$ cat config.mk
export PLATFORM = sky130hd
export DESIGN_NAME = i2c_target_flat
export DESIGN_NICKNAME = d
export VERILOG_FILES = /design/src/rtl/i2c_target_if.sv /design/src/rtl/i2c_target.sv /design/src/flat_wrapper.sv
export SDC_FILE = /design/constraint.sdc
export NUM_CORES = 1
export LEC_CHECK = 0
export CORE_MARGIN = 3
export CORE_UTILIZATION = 50
export CTS_CLUSTER_SIZE = 8
export DETAILED_ROUTE_END_ITERATION = 12
export PLACE_DENSITY = 0.66
export SLEW_MARGIN = 10
export SYNTH_ARGS = -nofsm -noshare
export SYNTH_HDL_FRONTEND = slang
export SYNTH_SLANG_ARGS = --single-unit
$ cat constraint.sdc
create_clock -name clk -period 3.7 [get_ports clk]
set_input_delay 1.11 -clock clk [delete_from_list [all_inputs] [get_ports clk]]
set_output_delay 1.11 -clock clk [all_outputs]
set_load 0.02 [all_outputs]
$ cat src/rtl/i2c_target_if.sv
// I2C target bus pins plus register-write notification bundle.
// slave: target side; master: bus/SoC side that drives pins and observes writes.
interface i2c_target_if;
  logic       scl_i;
  logic       sda_i;
  logic       sda_oe;
  logic       busy;
  logic       wr_stb;
  logic [3:0] wr_idx;
  logic [7:0] wr_data;

  modport slave (
    input  scl_i,
    input  sda_i,
    output sda_oe,
    output busy,
    output wr_stb,
    output wr_idx,
    output wr_data
  );

  modport master (
    output scl_i,
    output sda_i,
    input  sda_oe,
    input  busy,
    input  wr_stb,
    input  wr_idx,
    input  wr_data
  );
endinterface

$ cat src/rtl/i2c_target.sv
// I2C target at fixed 7-bit ADDR with a 16x8 register file and auto-increment pointer.
// Ports: clk, rst (async active-low), bus (scl_i/sda_i in; sda_oe, busy, wr_stb/idx/data out).
module i2c_target #(
  parameter logic [6:0] ADDR = 7'h50
) (
  input logic        clk,
  input logic        rst,
  i2c_target_if.slave bus
);

  typedef enum logic [3:0] {
    S_IDLE,
    S_ADDR,
    S_ADDR_ACK,
    S_PTR,
    S_PTR_ACK,
    S_WDATA,
    S_WDATA_ACK,
    S_RDATA,
    S_RDATA_ACK,
    S_WAIT_STOP
  } state_t;

  // Synchronisers plus edge register; reset high = idle bus.
  logic scl_m, scl_s, scl_d;
  logic sda_m, sda_s, sda_d;

  always_ff @(posedge clk or negedge rst) begin
    if (!rst) begin
      scl_m <= 1'b1;
      scl_s <= 1'b1;
      scl_d <= 1'b1;
      sda_m <= 1'b1;
      sda_s <= 1'b1;
      sda_d <= 1'b1;
    end else begin
      scl_m <= bus.scl_i;
      scl_s <= scl_m;
      scl_d <= scl_s;
      sda_m <= bus.sda_i;
      sda_s <= sda_m;
      sda_d <= sda_s;
    end
  end

  logic scl_rise, scl_fall, start_ev, stop_ev;

  assign scl_rise = scl_s & ~scl_d;
  assign scl_fall = ~scl_s & scl_d;
  assign start_ev = scl_s & scl_d & sda_d & ~sda_s;
  assign stop_ev  = scl_s & scl_d & ~sda_d & sda_s;

  // Control state
  state_t     state, state_d;
  logic       oe_q, oe_d;
  logic       ack_on, ack_d;
  logic [3:0] bit_cnt, cnt_d;
  logic       busy_q, busy_d;

  // Datapath
  logic [7:0] regs [16];
  logic [3:0] ptr;
  logic [6:0] shreg;
  logic [7:0] rd_sh;
  logic       wr_stb_q;
  logic [3:0] wr_idx_q;
  logic [7:0] wr_data_q;

  // Datapath strobes from the FSM
  logic shift_en, ptr_ld, ptr_inc, wr_en, rd_ld;

  logic [7:0] byte_in;
  logic       last_bit;
  logic [3:0] ptr_nx;
  logic [3:0] rd_idx;

  assign byte_in  = {shreg, sda_s};
  assign last_bit = (bit_cnt == 4'd7);
  assign ptr_nx   = ptr + 4'd1;
  assign rd_idx   = ptr_inc ? ptr_nx : ptr;

  always_ff @(posedge clk or negedge rst) begin
    if (!rst) begin
      state   <= S_IDLE;
      oe_q    <= 1'b0;
      ack_on  <= 1'b0;
      bit_cnt <= 4'd0;
      busy_q  <= 1'b0;
    end else begin
      state   <= state_d;
      oe_q    <= oe_d;
      ack_on  <= ack_d;
      bit_cnt <= cnt_d;
      busy_q  <= busy_d;
    end
  end

  always_comb begin
    state_d  = state;
    oe_d     = oe_q;
    ack_d    = ack_on;
    cnt_d    = bit_cnt;
    busy_d   = busy_q;
    shift_en = 1'b0;
    ptr_ld   = 1'b0;
    ptr_inc  = 1'b0;
    wr_en    = 1'b0;
    rd_ld    = 1'b0;
    if (start_ev) begin
      state_d = S_ADDR;
      cnt_d   = 4'd0;
      oe_d    = 1'b0;
      ack_d   = 1'b0;
    end else if (stop_ev) begin
      state_d = S_IDLE;
      oe_d    = 1'b0;
      ack_d   = 1'b0;
      busy_d  = 1'b0;
    end else begin
      unique case (state)
        S_IDLE, S_WAIT_STOP: begin
          oe_d = 1'b0;
        end
        S_ADDR: begin
          if (scl_rise) begin
            shift_en = 1'b1;
            cnt_d    = bit_cnt + 4'd1;
            if (last_bit) begin
              if (byte_in[7:1] == ADDR) begin
                state_d = S_ADDR_ACK;
                busy_d  = 1'b1;
              end else begin
                state_d = S_IDLE;
                busy_d  = 1'b0;
              end
            end
          end
        end
        S_ADDR_ACK: begin
          // First fall asserts ACK, second fall ends it.
          // shreg[0] holds the R/W bit here.
          if (scl_fall) begin
            if (!ack_on) begin
              oe_d  = 1'b1;
              ack_d = 1'b1;
            end else begin
              ack_d = 1'b0;
              cnt_d = 4'd0;
              if (shreg[0]) begin
                state_d = S_RDATA;
                rd_ld   = 1'b1;
                oe_d    = ~regs[ptr][7];
              end else begin
                state_d = S_PTR;
                oe_d    = 1'b0;
              end
            end
          end
        end
        S_PTR: begin
          if (scl_rise) begin
            shift_en = 1'b1;
            cnt_d    = bit_cnt + 4'd1;
            if (last_bit) begin
              ptr_ld  = 1'b1;
              state_d = S_PTR_ACK;
            end
          end
        end
        S_PTR_ACK, S_WDATA_ACK: begin
          if (scl_fall) begin
            if (!ack_on) begin
              oe_d  = 1'b1;
              ack_d = 1'b1;
            end else begin
              oe_d    = 1'b0;
              ack_d   = 1'b0;
              cnt_d   = 4'd0;
              state_d = S_WDATA;
            end
          end
        end
        S_WDATA: begin
          if (scl_rise) begin
            shift_en = 1'b1;
            cnt_d    = bit_cnt + 4'd1;
            if (last_bit) begin
              wr_en   = 1'b1;
              state_d = S_WDATA_ACK;
            end
          end
        end
        S_RDATA: begin
          // bit_cnt counts SCL rises; the bit for the
          // next low phase is rd_sh[7 - bit_cnt].
          if (scl_rise) begin
            cnt_d = bit_cnt + 4'd1;
          end else if (scl_fall) begin
            if (bit_cnt == 4'd8) begin
              oe_d    = 1'b0;
              state_d = S_RDATA_ACK;
            end else begin
              oe_d = ~rd_sh[~bit_cnt[2:0]];
            end
          end
        end
        S_RDATA_ACK: begin
          if (scl_rise) begin
            if (!sda_s) begin
              ptr_inc = 1'b1;
              rd_ld   = 1'b1;
              cnt_d   = 4'd0;
              state_d = S_RDATA;
            end else begin
              oe_d    = 1'b0;
              state_d = S_WAIT_STOP;
            end
          end
        end
        default: begin
          state_d = S_IDLE;
          oe_d    = 1'b0;
          busy_d  = 1'b0;
        end
      endcase
    end
  end

  always_ff @(posedge clk or negedge rst) begin
    if (!rst) begin
      for (int i = 0; i < 16; i++) regs[i] <= 8'h00;
      ptr       <= 4'd0;
      shreg     <= 7'd0;
      rd_sh     <= 8'h00;
      wr_stb_q  <= 1'b0;
      wr_idx_q  <= 4'd0;
      wr_data_q <= 8'h00;
    end else begin
      wr_stb_q <= wr_en;
      if (shift_en) shreg <= byte_in[6:0];
      if (ptr_ld) begin
        ptr <= byte_in[3:0];
      end else if (wr_en || ptr_inc) begin
        ptr <= ptr_nx;
      end
      if (wr_en) begin
        regs[ptr] <= byte_in;
        wr_idx_q  <= ptr;
        wr_data_q <= byte_in;
      end
      if (rd_ld) rd_sh <= regs[rd_idx];
    end
  end

  assign bus.sda_oe  = oe_q;
  assign bus.busy    = busy_q;
  assign bus.wr_stb  = wr_stb_q;
  assign bus.wr_idx  = wr_idx_q;
  assign bus.wr_data = wr_data_q;

endmodule
$ cat src/flat_wrapper.sv
// flat-port wrapper written by rule: the top's interface ports become plain ports
module i2c_target_flat 
#(
  parameter logic [6:0] ADDR = 7'h50
)
  (clk, rst, bus_scl_i, bus_sda_i, bus_sda_oe, bus_busy, bus_wr_stb, bus_wr_idx, bus_wr_data);
  i2c_target_if bus_i ();
  input logic clk;
  input logic rst;
  input wire logic [$bits(bus_i.scl_i)-1:0] bus_scl_i;
  input wire logic [$bits(bus_i.sda_i)-1:0] bus_sda_i;
  output wire logic [$bits(bus_i.sda_oe)-1:0] bus_sda_oe;
  output wire logic [$bits(bus_i.busy)-1:0] bus_busy;
  output wire logic [$bits(bus_i.wr_stb)-1:0] bus_wr_stb;
  output wire logic [$bits(bus_i.wr_idx)-1:0] bus_wr_idx;
  output wire logic [$bits(bus_i.wr_data)-1:0] bus_wr_data;
  assign bus_i.scl_i = bus_scl_i;
  assign bus_i.sda_i = bus_sda_i;
  assign bus_sda_oe = bus_i.sda_oe;
  assign bus_busy = bus_i.busy;
  assign bus_wr_stb = bus_i.wr_stb;
  assign bus_wr_idx = bus_i.wr_idx;
  assign bus_wr_data = bus_i.wr_data;
  i2c_target #(.ADDR(ADDR)) u_core (.clk(clk), .rst(rst), .bus(bus_i));
endmodule
==> out/metrics.sh <==
NETS_FINISH=760
DIE-WIDTH_UM=145
CORE_REGION_AREA_UM2=18800
CTS-ROOT-TO-SINK-BUFFERS=2
NUMBER_OF_GLOBAL_ROUTE_VIAS_BEFORE_REPAIR=6535
RUN_STATUS='finished clean'
MULTI_INPUT_COMB_AREA_UM2=4890
CRIT-REG2REG-CAPTURE='u_core.rd_sh[6]$_DFFE_PN0P_'
CTS_TREE='yes'
CTS.ROOT.BUFFER_CELL='clkbuf_16'
CRITICAL_PATH.MAX_FANOUT=34
POSTSYNTHAREAPERCELL_UM2=12.7
PIN_COUNT_OF_THE_BIGGEST_NET_ENTERING_GLOBAL_ROUTING=71
CLOCK-SINKS=177
MAX_SLEW.WORST_PIN.SLEW_NS=1.02
TIMING.FINAL.CRIT_SHARE_PCT=85.1
SYNTH_ENABLE_FLOP_CELLS=0
DRT_PRE_ANTENNA_ITERS=5
CP_SLOWEST_CELL='dfrtp_1'
ANTENNA_FOUND_INITIAL=0
TIMING.FINAL.SETUP_VIOLATIONS=0
FINAL-MAX-SLEW-VIOLATION-COUNT=0
TIMING.HOLD.WORST.CLASS='reg2reg'
HOLDCRITSTARTPOINT='u_core.sda_m$_DFF_PN1_'
TOTAL_VIA_COUNT_IN_THE_ROUTED_DESIGN=6498
TRITONCTS.NUM_BUFFERS=17
FINAL_HOLD_VIOLATIONS=0
WIRE_LENGTH_OF_THE_FIRST_GLOBAL_ROUTING_PASS_UM=37600
YS_ASYNC_SR_FRACTION_PCT=100
WIRELENGTH_UM=23900
FP.DIEAREA_UM2=20900
TIMING.SETUP.TNS_NS=0
HOLD_WS_NS=0.356
SLEW_HEADROOM_PCT=31.3
CRIT_PATH_MAX_INCR_DELAY_NS=0.69
LAYOUT-AREA-OVERHEAD-VS-SYNTH_PCT=9.63
FILLER_CELL_COUNT=1521
SETUP_CLOCK_SKEW_AFTER_LAYOUT_NS=0.00839
REQUIRED_NS=3.98
GLOBALROUTETOTALUTIL_PCT=23.8
CP_CELL_SEQUENCE='or4b_4, nor3_4, buf_4, mux2i_1, o22ai_1, a221oi_1, a21oi_1'
SEQ_AREA_FRAC_SYNTH_PCT=46.1
SYN_AREA_UM2=9620
MAX_CAPACITANCE_VIOLATION_COUNT=0
SYNTH_TOP_CELL_BY_AREA='dfrtp_1'
YS_SEQ_ELEMENTS=177
MAX_CLOCK_FREQ_MHz=317
PERIOD_MINUS_SLACK_NS=3.15
YOSYS_WARNINGS=0
PORT-BUFFER-COUNT=18
DIE_Y_UM=145
SYNTH.CELLS.MOST_FREQUENT='dfrtp_1, mux2_2, nand2_1, mux4_2, clkbuf_1'
WIRE_PER_INST_UM=23.3
SYNTH_FF_TYPE='dfrtp_1'
R2R_SETUP_SLACK_NS=0.55
P_PER_AREA_nW_PER_UM2=381
POST_CTS_HOLD_BUFFER_COUNT=0
CRITPATHARRIVALTIME_NS=3.43
ROUTED_VIAS_INST=6.35
CTS_SETUP_BUFFERS=0
ANTENNA_LEFT=0
GLOBALROUTE.TOTALOVERFLOW=0
R2R.WORST_PATH.CELLS=7
SYNTH_TOP_CELL_AREA_SHARE_PCT=44.5
POST_SYNTH_MAIN_AREA_CONTRIBUTORS='dfrtp_1, mux2_2, mux4_2, nand2_1, mux2i_1'
ANTENNADIODECOUNT=0
LAYOUT-DRIVE-GT1-SHARE_PCT=35.6
YOSYS.CELL_COUNT.TOP_TYPE='dfrtp_1'
WORST_IR_DROP_VDD_uV=294
SYNTH_FP_NETS=769
DRT-INITIAL-DRC-COUNT=593
PIN_COUNT=19
HOLD_DEPTH=0
SYNTH.DISTINCT_CELLS=65
GP_CONGESTION=0.873
REGAREA_UM2=4440
POST_CTS_RESIZE_COUNT=0
DRCVIOLATIONCOUNT=0
H-TREE-DEPTH=4
CRITICAL_PATH.REG2REG.STARTPOINT='u_core.state[3]$_DFFE_PN0P_'
FIN_UTIL_PCT=56.0
CTS.CLK_SLEW.WORST_PATHS_NS=0.06
TYPE_OF_DESTINATION_OF_THE_CRITICAL_PATH='flop'
NUMBER_OF_INSTANCES_IN_THE_SYNTHESIZED_NETLIST=759
PLEAK_uW=0.00456
DP_HPWL_UM=15200
CRITPATHKIND='reg2reg'
CLOCK_INSERTION_DELAY_WORST_SKEW_NS=0.43
WORST_SETUP_PATH_START_KIND='flop'
HOLDPATHEND='u_core.sda_s$_DFF_PN1_'
RSZ_0062_RAISED_AFTER_GLOBAL_ROUTING='false'
PLACEMENTROWS=50
INITIAL_CORE_UTIL_PCT=51.1
## critical path, delay by kind of cell (launching register included)
kind,cells,cell delay [ns]
simple gates,2,0.80
buf+inv,1,0.48
compound gates,3,0.59
flops,1,0.69
mux,1,0.41
## cells by family after synthesis
group                    after synthesis  share of synthesized area (%)
buffers and inverters                 69                           3.13
AO/OA/AOI/OAI                         91                           6.24
flip-flops                           177                           46.1
AND/OR/NAND/NOR                      184                           9.37
multiplexers                         226                           33.8
XOR/XNOR                               5                          0.455
adder cells (fa/ha/maj)                7                          0.884
## cells in the final DEF (no fill, tap or decap), types with 5 or more instances in the layout
cell type	count
dfrtp_1	169
mux2_2	142
nand2_1	87
mux4_2	65
nor2_1	32
o21ai_0	24
mux2i_1	18
clkbuf_16	17
clkdlybuf4s50_1	17
a21oi_1	16
inv_1	10
nand3_1	10
buf_4	10
o22ai_1	8
a221oi_1	8
nor3_1	7
nand4_1	7
nand2b_1	6
a31oi_1	6
ha_1	6
dfstp_2	6
nor2_2	5
## state kept, by name, indices dropped and copies added (netlist names), 4 cells and up
| signal | count |
|---|---|
| u_core.state | 4 |
| u_core.regs | 128 |
| u_core.ptr | 4 |
| u_core.bit_cnt | 4 |
| u_core.bus.wr_data | 8 |
| u_core.rd_sh | 8 |
| u_core.bus.wr_idx | 4 |
| u_core.shreg | 7 |
## power breakdown
part	total, µW	leakage [µW]	internal (µW)	switching [µW]
clock network	1750	0.000274	1000	751
registers	2120	0.00245	1960	160
logic	142	0.00185	45.0	97.4
total	4020	0.00456	3010	1010
## how the worst max path moves through the flow
stage / from / to / cells after the start
final: u_core.state[3]$_DFFE_PN0P_ / u_core.rd_sh[6]$_DFFE_PN0P_ / 7
after global routing: u_core.ptr[0]$_DFFE_PN0P_ / u_core.rd_sh[6]$_DFFE_PN0P_ / 7
after CTS: u_core.ptr[0]$_DFFE_PN0P_ / u_core.rd_sh[6]$_DFFE_PN0P_ / 8
after detailed placement: u_core.ptr[0]$_DFFE_PN0P_ / u_core.rd_sh[6]$_DFFE_PN0P_ / 8
after global placement: u_core.ptr[0]$_DFFE_PN0P_ / u_core.rd_sh[4]$_DFFE_PN0P_ / 8
after floorplan: u_core.ptr[0]$_DFFE_PN0P_ / u_core.rd_sh[1]$_DFFE_PN0P_ / 12
## stage by stage
step	area, µm²	total power, µW	std cells	setup slack, ns
final	10600	4020	1023	0.550
after global routing	10600	4150	1023	0.220
after CTS	10600	4050	1023	0.532
after detailed placement	9980	2300	991	0.549
after global placement	9980	2290	991	0.641
after floorplan	9620	2150	759	0.656
## area by class of cell
type                    count  share of cell area, %
repair buffers             29                   2.62
clock buffers              25                   4.70
well taps                 260                   3.08
flip-flops and latches    177                   42.1
inverters                  12                  0.427
multi-input cells         513                   46.4
clock inverters             7                  0.688
## layer usage
layer / global-route usage [%] / wire length [µm]
met1: 32.4 / 10100
met2: 38.9 / 11900
met3: 4.04 / 1290
met4: 8.59 / 584
met5: 0 / 0
(Power assumes the default switching activity.)
